--- src/rtl/seg7_scan_mux.sv ---
// ============================================================================
// seg7_scan_mux : scans four 7-segment patterns onto a shared bus with
//                 per-digit blanking and frame-synchronous shadow updates.
// Revision 1.0 - initial release
// ============================================================================
`default_nettype none

module seg7_scan_mux #(
    parameter int         SCAN_DIV  = 50000,
    parameter int         BLANK_CYC = 500,
    parameter logic [6:0] SEG_OFF   = 7'h7F,
    parameter logic       AN_ON     = 1'b0
) (
    input  logic       clk,
    input  logic       rst_a,
    input  logic       en,
    input  logic [6:0] disp_0,
    input  logic [6:0] disp_1,
    input  logic [6:0] disp_2,
    input  logic [6:0] disp_3,
    input  logic       upd,
    output logic       upd_ack,
    output logic [6:0] seg,
    output logic [3:0] an,
    output logic       frame_tick
);

    localparam int             CNT_W     = $clog2(SCAN_DIV);
    localparam logic [CNT_W-1:0] CNT_LAST  = CNT_W'(SCAN_DIV - 1);
    localparam logic [CNT_W-1:0] BLANK_END = CNT_W'(BLANK_CYC);
    localparam logic [3:0]     AN_OFF    = {4{~AN_ON}};

    typedef enum logic [1:0] {
        S_IDLE  = 2'd0,
        S_BLANK = 2'd1,
        S_SHOW  = 2'd2
    } state_t;

    state_t           state_q, state_d;
    logic [CNT_W-1:0] cnt_q, cnt_d;
    logic [1:0]       idx_q, idx_d;
    logic             pending_q, pending_d;
    logic [3:0][6:0]  shadow_q, shadow_d;
    logic [3:0]       an_q, an_d;
    logic [6:0]       seg_q, seg_d;
    logic             ack_q, ack_d;
    logic             tick_q, tick_d;
    logic             boundary;
    logic             capture;

    always_comb begin
        state_d   = state_q;
        cnt_d     = cnt_q;
        idx_d     = idx_q;
        pending_d = pending_q;
        shadow_d  = shadow_q;
        an_d      = AN_OFF;
        seg_d     = SEG_OFF;
        boundary  = 1'b0;
        capture   = 1'b0;

        case (state_q)
            S_IDLE: begin
                if (en) begin
                    boundary = 1'b1;
                    cnt_d    = '0;
                    idx_d    = 2'd0;
                end
            end
            default: begin
                if (!en) begin
                    cnt_d = '0;
                    idx_d = 2'd0;
                end else if (cnt_q == CNT_LAST) begin
                    cnt_d    = '0;
                    idx_d    = idx_q + 2'd1;
                    boundary = (idx_q == 2'd3);
                end else begin
                    cnt_d = cnt_q + CNT_W'(1);
                end
            end
        endcase

        if (!en) begin
            state_d = S_IDLE;
        end else if (cnt_d < BLANK_END) begin
            state_d = S_BLANK;
        end else begin
            state_d = S_SHOW;
        end

        // Captures happen only where no digit can be mid-display: frame edge or idle.
        capture = (boundary || (state_q == S_IDLE)) && (pending_q || upd);
        if (capture) begin
            shadow_d  = {disp_3, disp_2, disp_1, disp_0};
            pending_d = 1'b0;
        end else if (upd) begin
            pending_d = 1'b1;
        end

        ack_d  = capture;
        tick_d = boundary;

        if (state_d == S_SHOW) begin
            an_d[idx_d] = AN_ON;
            seg_d       = shadow_d[idx_d];
        end
    end

    always_ff @(posedge clk) begin
        if (!rst_a) begin
            state_q   <= S_IDLE;
            cnt_q     <= '0;
            idx_q     <= 2'd0;
            pending_q <= 1'b0;
            shadow_q  <= {4{SEG_OFF}};
            an_q      <= AN_OFF;
            seg_q     <= SEG_OFF;
            ack_q     <= 1'b0;
            tick_q    <= 1'b0;
        end else begin
            state_q   <= state_d;
            cnt_q     <= cnt_d;
            idx_q     <= idx_d;
            pending_q <= pending_d;
            shadow_q  <= shadow_d;
            an_q      <= an_d;
            seg_q     <= seg_d;
            ack_q     <= ack_d;
            tick_q    <= tick_d;
        end
    end

    assign an         = an_q;
    assign seg        = seg_q;
    assign upd_ack    = ack_q;
    assign frame_tick = tick_q;

endmodule

`default_nettype wire

--- config.mk ---
export PLATFORM = sky130hd
export DESIGN_NAME = seg7_scan_mux
export DESIGN_NICKNAME = d
export VERILOG_FILES = /design/src/rtl/seg7_scan_mux.sv
export SDC_FILE = /design/constraint.sdc
export NUM_CORES = 1
export LEC_CHECK = 0
export BUFFER_PORTS_ARGS = -buffer_cell sky130_fd_sc_hd__clkbuf_2
export CELL_PAD_IN_SITES_DETAIL_PLACEMENT = 1
export CELL_PAD_IN_SITES_GLOBAL_PLACEMENT = 1
export CORE_ASPECT_RATIO = 1.4
export CORE_MARGIN = 5
export CORE_UTILIZATION = 48
export CTS_BUF_LIST = sky130_fd_sc_hd__clkbuf_8
export DETAILED_ROUTE_END_ITERATION = 12
export PLACE_DENSITY = 0.85
export SLEW_MARGIN = 20
export SYNTH_ARGS = -nofsm -noshare
export SYNTH_HDL_FRONTEND = slang
export SYNTH_SLANG_ARGS = --single-unit
--- constraint.sdc ---
create_clock -name clk -period 4.75 [get_ports clk]
set_input_delay 1.425 -clock clk [delete_from_list [all_inputs] [get_ports clk]]
set_output_delay 1.425 -clock clk [all_outputs]
set_load 0.02 [all_outputs]
-- Yosys cells after proc, flatten, opt, wreduce, memory -nomap -nowiden
Cells that the tools add are included.
- word-level logic and storage cells: 48
- register bits: 62
- bits of input ports: 32
- output and inout port bits: 13
- $lt $le $gt $ge: 3
- bitwise operators: 2
- $add $sub $neg: 2
- mux-type cells: 19
- reductions and logical operators: 7
- eq/ne operators: 3
- operators with widths (operator ; count):
    $mux W16 ; 4
    $mux W28 ; 1
    $add A16 B1 Y16 const B ; 1
    $eq A16 B16 Y1 const B ; 1
    $lt A16 B9 Y1 const B ; 1
    $bmux W7 S2 ; 1
    $mux W2 ; 6
    $mux W7 ; 1
    $mux W1 ; 5
    $eq A2 B2 Y1 const B ; 2
    $not A4 Y4 ; 1
    $lt A2 B3 Y1 const B ; 1
    $add A2 B1 Y2 const B ; 1
    $demux W1 S2 ; 1
    $ge A2 B1 Y1 const B ; 1
    $logic_and A1 B1 Y1 ; 2
    $logic_not A2 Y1 ; 1
    $logic_or A1 B1 Y1 ; 2
    $reduce_and A2 Y1 ; 1
    $reduce_or A2 Y1 ; 1
    $not A1 Y1 ; 1

-- Depth between registers and ports, before layout
Gate-level depths: netlist of the first run.
- depth in word-level cells: 9
- gate-level depth with buffers: 10
- gate-level depth less buffers: 8

-- Least setup slack after synthesis of the first run
OpenSTA, ideal clock, no wires.
- kind: input -> register
- start point: in en
- end point: reg seg_q[1], in the netlist seg[1]
- required time: 4.623 ns
- setup slack: 1.364 ns
- setup time: 0.127 ns
- arrival time: 3.259 ns
- cell stages on the path: 9
- buffers on the path: 3
- cell sequence: buf_2 o21ai_0 clkbuf_1 or3_1 a221oi_1 nand3b_1 a31oi_1 buf_2 or3b_1
- longest elaborated chain between the ends: 7
- elaborated cells between the ends (all ways): 19
- those cells by class: 1 x order compare; 1 x eq/ne; 14 x mux; 3 x reduce/logical
- RTL lines (item ; line ; source):
    start, declared ; 16 ; input logic en,
    $mux W16, or another cell as far along ; 71 ; if (!en) begin
    $mux W16 or $mux W1 (tied branches) ; 62 ; case (state_q)
    $lt A16 B9 Y1 or $logic_or A1 B1 Y1 (tied branches) ; 86, 93 ;
    $mux W2 or $logic_and A1 B1 Y1 (tied branches) ; 86, 93 ;
    $mux W2 or $mux W28 (tied branches) ; 84, 94 ;
    $eq A2 B2 Y1 or $bmux W7 S2 (tied branches) ; 104, 106 ;
    $reduce_and A2 Y1 (no line) or $mux W7 (tied branches) ; n/a ;
    end signal, assigned ; 128 ; seg_q <= seg_d;
    end, declared ; 45 ; logic [6:0] seg_q, seg_d;
Several ways; a longest one is shown, not always the timed one. The select of a mux whose other input is x is not followed.
A chain may end at the register's enable or synchronous reset.

-- Final worst setup path of the first run
- start point: in en
- end point: reg seg_q[6], in the netlist seg[6]
The elaborated chain is that of the path after synthesis.

==> flow_summary.toml, run 1 <==
[floorplan]
rows = 35
io_pins = 45
core-area_um2 = 6570
start_util_pct = 48.8
die_w_um = 79.1
die_h_um = 107
die_area_um2 = 8440

[critical_path]
r2r_slack_ps = 1500
cp_cell_sequence = "clkbuf_2 > inv_1 > nor2_1 > nand2b_1 > o21ai_0 > nor3_1 > a31oi_1 > buf_4 > or3b_1"
critical_path_buf_inv_count = 3
critical-path-max-stage-delay_ps = 430
slowest_stage = "o21ai_0"
cp_max_fo = 12
r2r-end = "seg[6]"
end_kind = "flip-flop"
worstPathArrival_ps = 3830
start_kind = "primary input"
crit_type = "primary input to flip-flop"
cp.required_ps = 4970
r2r_cells = 8
crit_cells = 9
cp_top_family = "simple AND/OR/NAND/NOR gates"
r2r_start = "cnt_q[10]"

[clock_network]
cts_resized = 0
root_buffer = "clkbuf_8"
clock_sinks = 62
clkLatencyLatePin_ps = 350
htree_levels = 3
cts_setup_buffers = 0
cts_tree = "done"
cts_made_buffers = 9
clockBufferDepth = 2
postCtsHoldBufs = 0
clk_pin_slew_ps = 70

[synthesis]
synthCells = 379
ys_warn_count = 0
yosysTopAreaCellShare_pct = 38.7
ys_types = 53
synth_edf_count = 0
synth_top_cell_by_area = "dfxtp_1"
yosys-top-cells-area = "dfxtp_1 39%, mux2i_1 9.1%, nand2_1 7.3%"
synth_area_per_cell_um2 = 8.46
syn_area_um2 = 3210
synth.net_count = 413
synth-seq-cells = 62
synth_common_cells = "62 x dfxtp_1, 62 x nand2_1, 29 x mux2i_1"
seq_area_frac_synth_pct = 38.7
ys.flop_type = "dfxtp_1"
async_flop_share_pct = 0

[pwr]
p_seq_share_pct = 45.4
power.share.switching_pct = 26.1
ir_drop_uv = 159
leakagePower_nw = 1.45
internal_power_w = 0.000889
switchingPower_w = 0.000314
comb_power_share_pct = 10.0
clockPowerShare_pct = 44.6
p_per_area_nw_per_um2 = 327

[grt]
grtUsageTotal_pct = 24.1
grt_pass1_vias = 3300
grt_pass1_wl_um = 16000
grt_max_degree = 36
grt-ovfl-total = 0
antenna_found_initial = 0

[layout]
fin_nets = 448
final_util_pct = 56.1
fillers = 811
fin_area_um2 = 3680
regArea_um2 = 1240
multiInputGateArea_um2 = 1840
diodes = 0
syn2layout_area_growth_pct = 14.9
drive_gt1_share_pct = 17.9

[sta]
tns_ps = 0
rsz0062_at_grt = "false"
fmax_ghz = 0.277
slew_headroom_pct = 33.2
worst_clock_skew_ps = 6.69
final-hold-violation-count = 0
fin_crit_sh_pct = 76.1
drv_slew = 0
tightest_slew_ps = 994
setup_violations = 0
fin_ws_ps = 1140
finalCriticalPeriod_ps = 3610

[place]
place.gp.congestion = 0.939
dp_worst_setup_slack_ps = 880
port_buffers = 44
place_area_um2 = 3460
place_hpwl_um = 6910

[min_path]
min_from = "shadow_q[16]"
hp-class = "flip-flop to flip-flop"
worstHoldPathCells = 2
worstHoldEndpoint = "shadow_q[16]"

[detailed_routing]
drc = 0
totalWireLength_um = 9780
routed-via-count = 3154
wl_per_cell_um = 19.8
vias_per_cell = 6.40
firstDrtPassIters = 5
drt_iter0_markers = 177
final_antenna_net_count = 0

[outcome]
outcome = "complete, no violations"

[job]
maxCapViolCount = 0
-- worst max path at each step --
stage | start | endpoint | slack (ps)
floorplan | en | seg[1] | 1360
global placement | en | seg[1] | 1060
detailed placement | en | seg[6] | 880
CTS | en | seg[6] | 1240
global route | en | seg[6] | 970
finish | en | seg[6] | 1140
-- worst reg2reg max path, delay by kind of cell, from the launching register on --
kind                   cells  cell delay (ps)
and+or+nand+nor            5             2210
AOI/OAI and AO/OA          2              400
buffers and inverters      1              180
DFF                        1              410
-- layout by cell type, fill, tap and decap left out, types with 3 or more instances in the layout --
cell      Yosys  layout
clkbuf_8      0       9
o21ai_0      11      11
nor2_1       25      25
inv_1         5       5
o31ai_1       4       4
mux2i_1      29      29
dfxtp_1      62      62
o22ai_1       9       9
nand4b_1      3       3
nor3_1       13      13
o21a_1       10      10
a21oi_1      24      24
o221ai_1     21      21
nand4_1       7       7
buf_4         0       6
nand2_1      62      62
nand2b_1      4       4
clkbuf_2      0      44
or3b_1        7       7
or3_1         7       7
inv_6         0       3
nand3_1       7       7
-- routing by layer --
layer	global-route usage (%)	vias up	share of wire (%)
li1	-	1478	-
met1	24.3	1555	37
met2	45.7	89	55
met3	4.12	32	4.0
met4	13.4	0	4.0
met5	0	-	0
-- cell families (layout without fill, tap and decap cells) --
group,after synthesis,after routing,synth area share (%)
AOI/OAI and AO/OA,98,98,21.5
buffers and inverters,32,72,4.29
muxes,29,29,9.06
xor gates and xnor gates,1,1,0.273
adders and majority gates,2,2,0.781
and+or+nand+nor,155,155,25.3
DFF,62,62,38.7
-- final cells by class --
cell class / count / share of cell area, %
clock buffers: 9 / 3.36
clock inverters: 7 / 2.79
inverters: 6 / 0.611
multi-input cells: 285 / 49.8
flip-flops and latches: 62 / 33.7
well taps: 74 / 2.51
repair buffers: 50 / 7.20
-- state kept, by name, indices dropped and copies added, names as in the netlist --
| name | count |
|---|---|
| state_q | 2 |
| upd_ack | 1 |
| shadow_q | 28 |
| cnt_q | 16 |
| seg | 7 |
| frame_tick | 1 |
| an | 4 |
| pending_q | 1 |
| idx_q | 2 |
-- through the flow --
stage | cells | power [W] | hold WS (ps)
after global routing | 493 | 0.00125 | 507
after CTS | 493 | 0.00121 | 490
final | 493 | 0.00120 | 482
after detailed placement | 477 | 0.000678 | 468
after global placement | 477 | 0.000672 | 454
after floorplan | 379 | 0.000635 | 442
-- power groups by stage --
stage / sequential (W) / clock (W) / combinational, W
after global placement: 0.000557 / 0 / 0.000115
after floorplan: 0.000557 / 0 / 0.0000780
after detailed placement: 0.000558 / 0 / 0.000120
after global routing: 0.000548 / 0.000574 / 0.000132
final: 0.000546 / 0.000537 / 0.000120
after CTS: 0.000546 / 0.000546 / 0.000121
Power figures use the tool's default switching activity.
==> run 2: changes to the inputs <==
CORE_UTILIZATION = 44   (was 48)
PLACE_DENSITY = 0.78   (was 0.85)
clock period = 3.4 ns   (was 4.75 ns; I/O delays follow)
==> run 2 against run 1 <==
Effect of this change:
- via count is 0.54% higher
- final cell count rose by 6.7%
- clock skew grew 2.1 ps
- count of clock-buffer cells in the layout unchanged
==> flow_summary.toml, run 2 (same netlist as run 1, synthesis figures left out) <==
[sta]
drv_slew = 0
worst_clock_skew_ps = 8.75
fmax_ghz = 0.320
tns_ps = 0
fin_crit_sh_pct = 92.0
finalCriticalPeriod_ps = 3130
tightest_slew_ps = 1030
final-hold-violation-count = 0
rsz0062_at_grt = "false"
setup_violations = 0
slew_headroom_pct = 30.5

[floorplan]
core-area_um2 = 7030
start_util_pct = 45.6
io_pins = 45
die_h_um = 111
die_area_um2 = 9120
rows = 36
die_w_um = 82.1

[place]
place.gp.congestion = 0.927
place_inst = 510
port_buffers = 44
place_area_um2 = 3590
place_hpwl_um = 7390

[grt]
grt_pass1_wl_um = 16300
grt-ovfl-total = 0
grtUsageTotal_pct = 23.2
grt_max_degree = 36
antenna_found_initial = 0
grt_pass1_vias = 3373

[detailed_routing]
drt_iter0_markers = 151
drc = 0
firstDrtPassIters = 4
wl_per_cell_um = 19.0
vias_per_cell = 6.03
routed-via-count = 3171
final_antenna_net_count = 0
totalWireLength_um = 9990

[clock_network]
root_buffer = "clkbuf_8"
clk_pin_slew_ps = 70
cts_resized = 0
cts_made_buffers = 9
postCtsHoldBufs = 0
cts_setup_buffers = 0
cts_tree = "done"
clockBufferDepth = 2
htree_levels = 3
clock_sinks = 62
clkLatencyLatePin_ps = 360

[outcome]
outcome = "complete, no violations"

[min_path]
worstHoldPathCells = 2
hp-class = "flip-flop to flip-flop"
worstHoldEndpoint = "shadow_q[20]"
min_from = "shadow_q[20]"

[pwr]
internal_power_w = 0.00109
switchingPower_w = 0.000436
leakagePower_nw = 1.48
clockPowerShare_pct = 38.5
p_per_area_nw_per_um2 = 406
ir_drop_uv = 169
total_power_w = 0.00153
power.share.switching_pct = 28.6
comb_power_share_pct = 11.4
p_seq_share_pct = 50.0

[critical_path]
start_kind = "flip-flop"
r2r_cells = 8
end_kind = "flip-flop"
r2r_start = "cnt_q[0]"
worstPathArrival_ps = 3430
cp_max_fo = 14
cp.required_ps = 3700
r2r-end = "seg[0]"
r2r_slack_ps = 270
crit_type = "flip-flop to flip-flop"

[layout]
final_cell_mix = "62 x nand2_1, 62 x dfxtp_1, 44 x clkbuf_2"
fillers = 884
diodes = 0
layout.cells.non_filler = 526
syn2layout_area_growth_pct = 17.3
fin_nets = 460
multiInputGateArea_um2 = 1840
largest_reg_flops = 28
fin_area_um2 = 3760
drive_gt1_share_pct = 20.2
regArea_um2 = 1240
top_register = "shadow_q"

[job]
maxCapViolCount = 0
## run 2: changes by cell type in the layout (fill, tap and decap cells not counted), sizes merged
cell	previous run	this run
buf	6	18
bufinv	2	0
clkinv	2	4
clkinvlp	1	3
inv	8	6
## run 2: area by class of cell
| class | count | area share [%] |
|---|---|---|
| clock buffer | 9 | 3.29 |
| clock inverter | 7 | 1.33 |
| inverter | 6 | 0.599 |
| multi-input combinational | 285 | 48.8 |
| sequential | 62 | 33.0 |
| tap | 95 | 3.16 |
| timing repair buffer | 62 | 9.78 |
## run 2: worst max-delay path by stage
stage	startpoint	endpoint	slack, ps	depth (start not counted)
6_report	cnt_q[0]	seg[0]	270	8
5_1_grt	cnt_q[0]	seg[0]	80	8
4_1_cts	cnt_q[0]	seg[0]	320	8
3_5_place_dp	en	seg[3]	170	8
3_3_place_gp	en	seg[4]	250	8
2_1_floorplan	en	seg[1]	420	9
## run 2: power groups by stage
stage	Sequential (W)	Combinational (W)	Clock [W]
5_1_grt	0.000766	0.000194	0.000633
3_5_place_dp	0.000780	0.000174	0
3_3_place_gp	0.000778	0.000168	0
6_report	0.000763	0.000175	0.000588
4_1_cts	0.000763	0.000176	0.000597
2_1_floorplan	0.000778	0.000109	0
## run 2: routing by layer
| metal | GRT usage (%) | part of all wire [%] | up-vias |
|---|---|---|---|
| met5 | 0 | 0 | - |
| met4 | 11.6 | 3.3 | 0 |
| met3 | 4.07 | 4.3 | 26 |
| met2 | 42.9 | 55 | 94 |
| met1 | 23.9 | 37 | 1548 |
| li1 | - | - | 1503 |
## run 2: through the flow
| stage | util, % | worst slack (ps) | hold slack, ps |
|---|---|---|---|
| after floorplan | - | 419 | 442 |
| after global placement | 51.0 | 245 | 452 |
| after detailed placement | 51.0 | 167 | 464 |
| after CTS | 53.5 | 316 | 480 |
| after global routing | 53.5 | 77.5 | 522 |
| final | 53.5 | 271 | 473 |
## run 2: worst max-delay path, stage by stage (launching register included)
cell      delay [ps]
dfxtp_1          420
ha_1             270
or4b_4           500
nor4_4           370
xor2_1           300
a22o_1           510
o221ai_1         220
a21oi_1          320
or3b_1           170
==> run 3: changes to the inputs <==
CORE_MARGIN = 8   (was 5)
PLACE_DENSITY = 0.81   (was 0.78)
==> run 3 against run 2 <==
Effect of this change:
- sequential power about the same
- design area grew 1.1%
- sequential share of layout area is 0.36 points lower
- global-route usage shrank 1.3 points
- critical path type unchanged
- highest routed layer unchanged
==> flow_summary.toml, run 3 (same netlist as run 1, synthesis figures left out) <==
[critical_path]
cp.required_ps = 3640
r2r_start = "cnt_q[0]"
r2r-end = "seg[1]"
start_kind = "flip-flop"
cp_cell_sequence = "ha_1 > or4b_4 > nor4_4 > xor2_1 > a22o_1 > o221ai_1 > a21oi_1 > or3b_1"
cp_max_fo = 14
r2r_cells = 8
critical-path-max-stage-delay_ps = 500
worstPathArrival_ps = 3350
cp_top_family = "simple AND/OR/NAND/NOR gates"
startpoint = "cnt_q[0]"
slowest_stage = "or4b_4"
r2r_slack_ps = 290
critical_path_buf_inv_count = 0
crit_type = "flip-flop to flip-flop"
end_kind = "flip-flop"

[clock_network]
clock_sinks = 62
cts_tree = "done"
cts_resized = 0
clockBufferDepth = 2
cts_made_buffers = 9
postCtsHoldBufs = 0
clk_pin_slew_ps = 70
clkLatencyLatePin_ps = 360
htree_levels = 3
root_buffer = "clkbuf_8"
cts_setup_buffers = 0

[sta]
worst_clock_skew_ps = 8.54
drv_slew = 0
fin_crit_sh_pct = 91.5
tightest_slew_ps = 643
finalCriticalPeriod_ps = 3110
final-hold-violation-count = 0
setup_violations = 0
tns_ps = 0
slew_headroom_pct = 56.9
fmax_ghz = 0.321
rsz0062_at_grt = "false"

[detailed_routing]
routed-via-count = 3181
drc = 0
wl_per_cell_um = 19.8
firstDrtPassIters = 4
totalWireLength_um = 10400
drt_iter0_markers = 89
vias_per_cell = 6.04
final_antenna_net_count = 0

[layout]
final_cell_mix = "62 x nand2_1, 62 x dfxtp_1, 44 x clkbuf_2"
fin_nets = 460
top_register = "shadow_q"
layout.cells.non_filler = 527
largest_reg_flops = 28
syn2layout_area_growth_pct = 18.6
drive_gt1_share_pct = 20.2
diodes = 0
fillers = 899

[grt]
grtUsageTotal_pct = 21.9
grt_pass1_vias = 3476
grt_pass1_wl_um = 17100
antenna_found_initial = 0
grt-ovfl-total = 0
grt_max_degree = 29

[outcome]
outcome = "complete, no violations"

[place]
place_inst = 512
place_hpwl_um = 7720
port_buffers = 44
place.gp.congestion = 0.876

[floorplan]
start_util_pct = 44.4
core-area_um2 = 7220
die_w_um = 88.1
die_h_um = 117
rows = 37
die_area_um2 = 10300
io_pins = 45

[pwr]
p_per_area_nw_per_um2 = 430
leakagePower_nw = 1.50
ir_drop_uv = 207

[min_path]
worstHoldPathCells = 2
min_from = "shadow_q[17]"
hp-class = "flip-flop to flip-flop"
worstHoldEndpoint = "shadow_q[17]"

[job]
maxCapViolCount = 0
==> run 3: worst max path at each step <==
stage | end | slack [ps] | cells after the start
final | seg[1] | 290 | 8
after global placement | seg[1] | 170 | 9
after CTS | seg[3] | 280 | 9
after detailed placement | seg[4] | 170 | 9
after global routing | seg[3] | 60 | 9
after floorplan | seg[1] | 420 | 9
==> run 3: tightest hold or removal path, stage by stage, from the launching register on <==
cell,delay [ps]
dfxtp_1,310
mux2i_1,80
nand2_1,60
==> run 3: through the flow <==
stage | utilization [%] | setup WS (ps) | power [W] | hold WS, ps | cell area (um2)
6_report | 52.6 | 289 | 0.00164 | 480 | 3800
5_1_grt | 52.6 | 62.0 | 0.00170 | 513 | 3800
4_1_cts | 52.6 | 282 | 0.00165 | 484 | 3800
3_5_place_dp | 49.7 | 174 | 0.000959 | 467 | 3590
3_3_place_gp | 49.7 | 171 | 0.000949 | 452 | 3590
2_1_floorplan | - | 419 | 0.000887 | 442 | 3210
==> run 3: where the power goes <==
group	switching, W	total (W)	internal, W	leakage (nW)
Clock	0.000299	0.000692	0.000393	0.104
Combinational	0.000101	0.000178	0.0000769	0.893
Sequential	0.0000148	0.000766	0.000751	0.507
Total	0.000414	0.00164	0.00122	1.50
==> run 3: final cells by class <==
cell class	count	area, um2	share of cell area [%]
inverter	6	22.5	0.592
tap	97	121	3.19
clock inverter	3	42.5	1.12
clock buffer	12	165	4.34
multi-input combinational	285	1840	48.4
timing repair buffer	62	368	9.68
sequential	62	1240	32.7
==> run 3: routing by layer <==
| layer | track usage (%) | vias to the layer above | share of wire [%] |
|---|---|---|---|
| li1 | - | 1502 | - |
| met1 | 20.7 | 1557 | 36 |
| met2 | 41.1 | 85 | 55 |
| met3 | 5.24 | 37 | 4.2 |
| met4 | 13.8 | 0 | 4.5 |
| met5 | 0 | - | 0 |
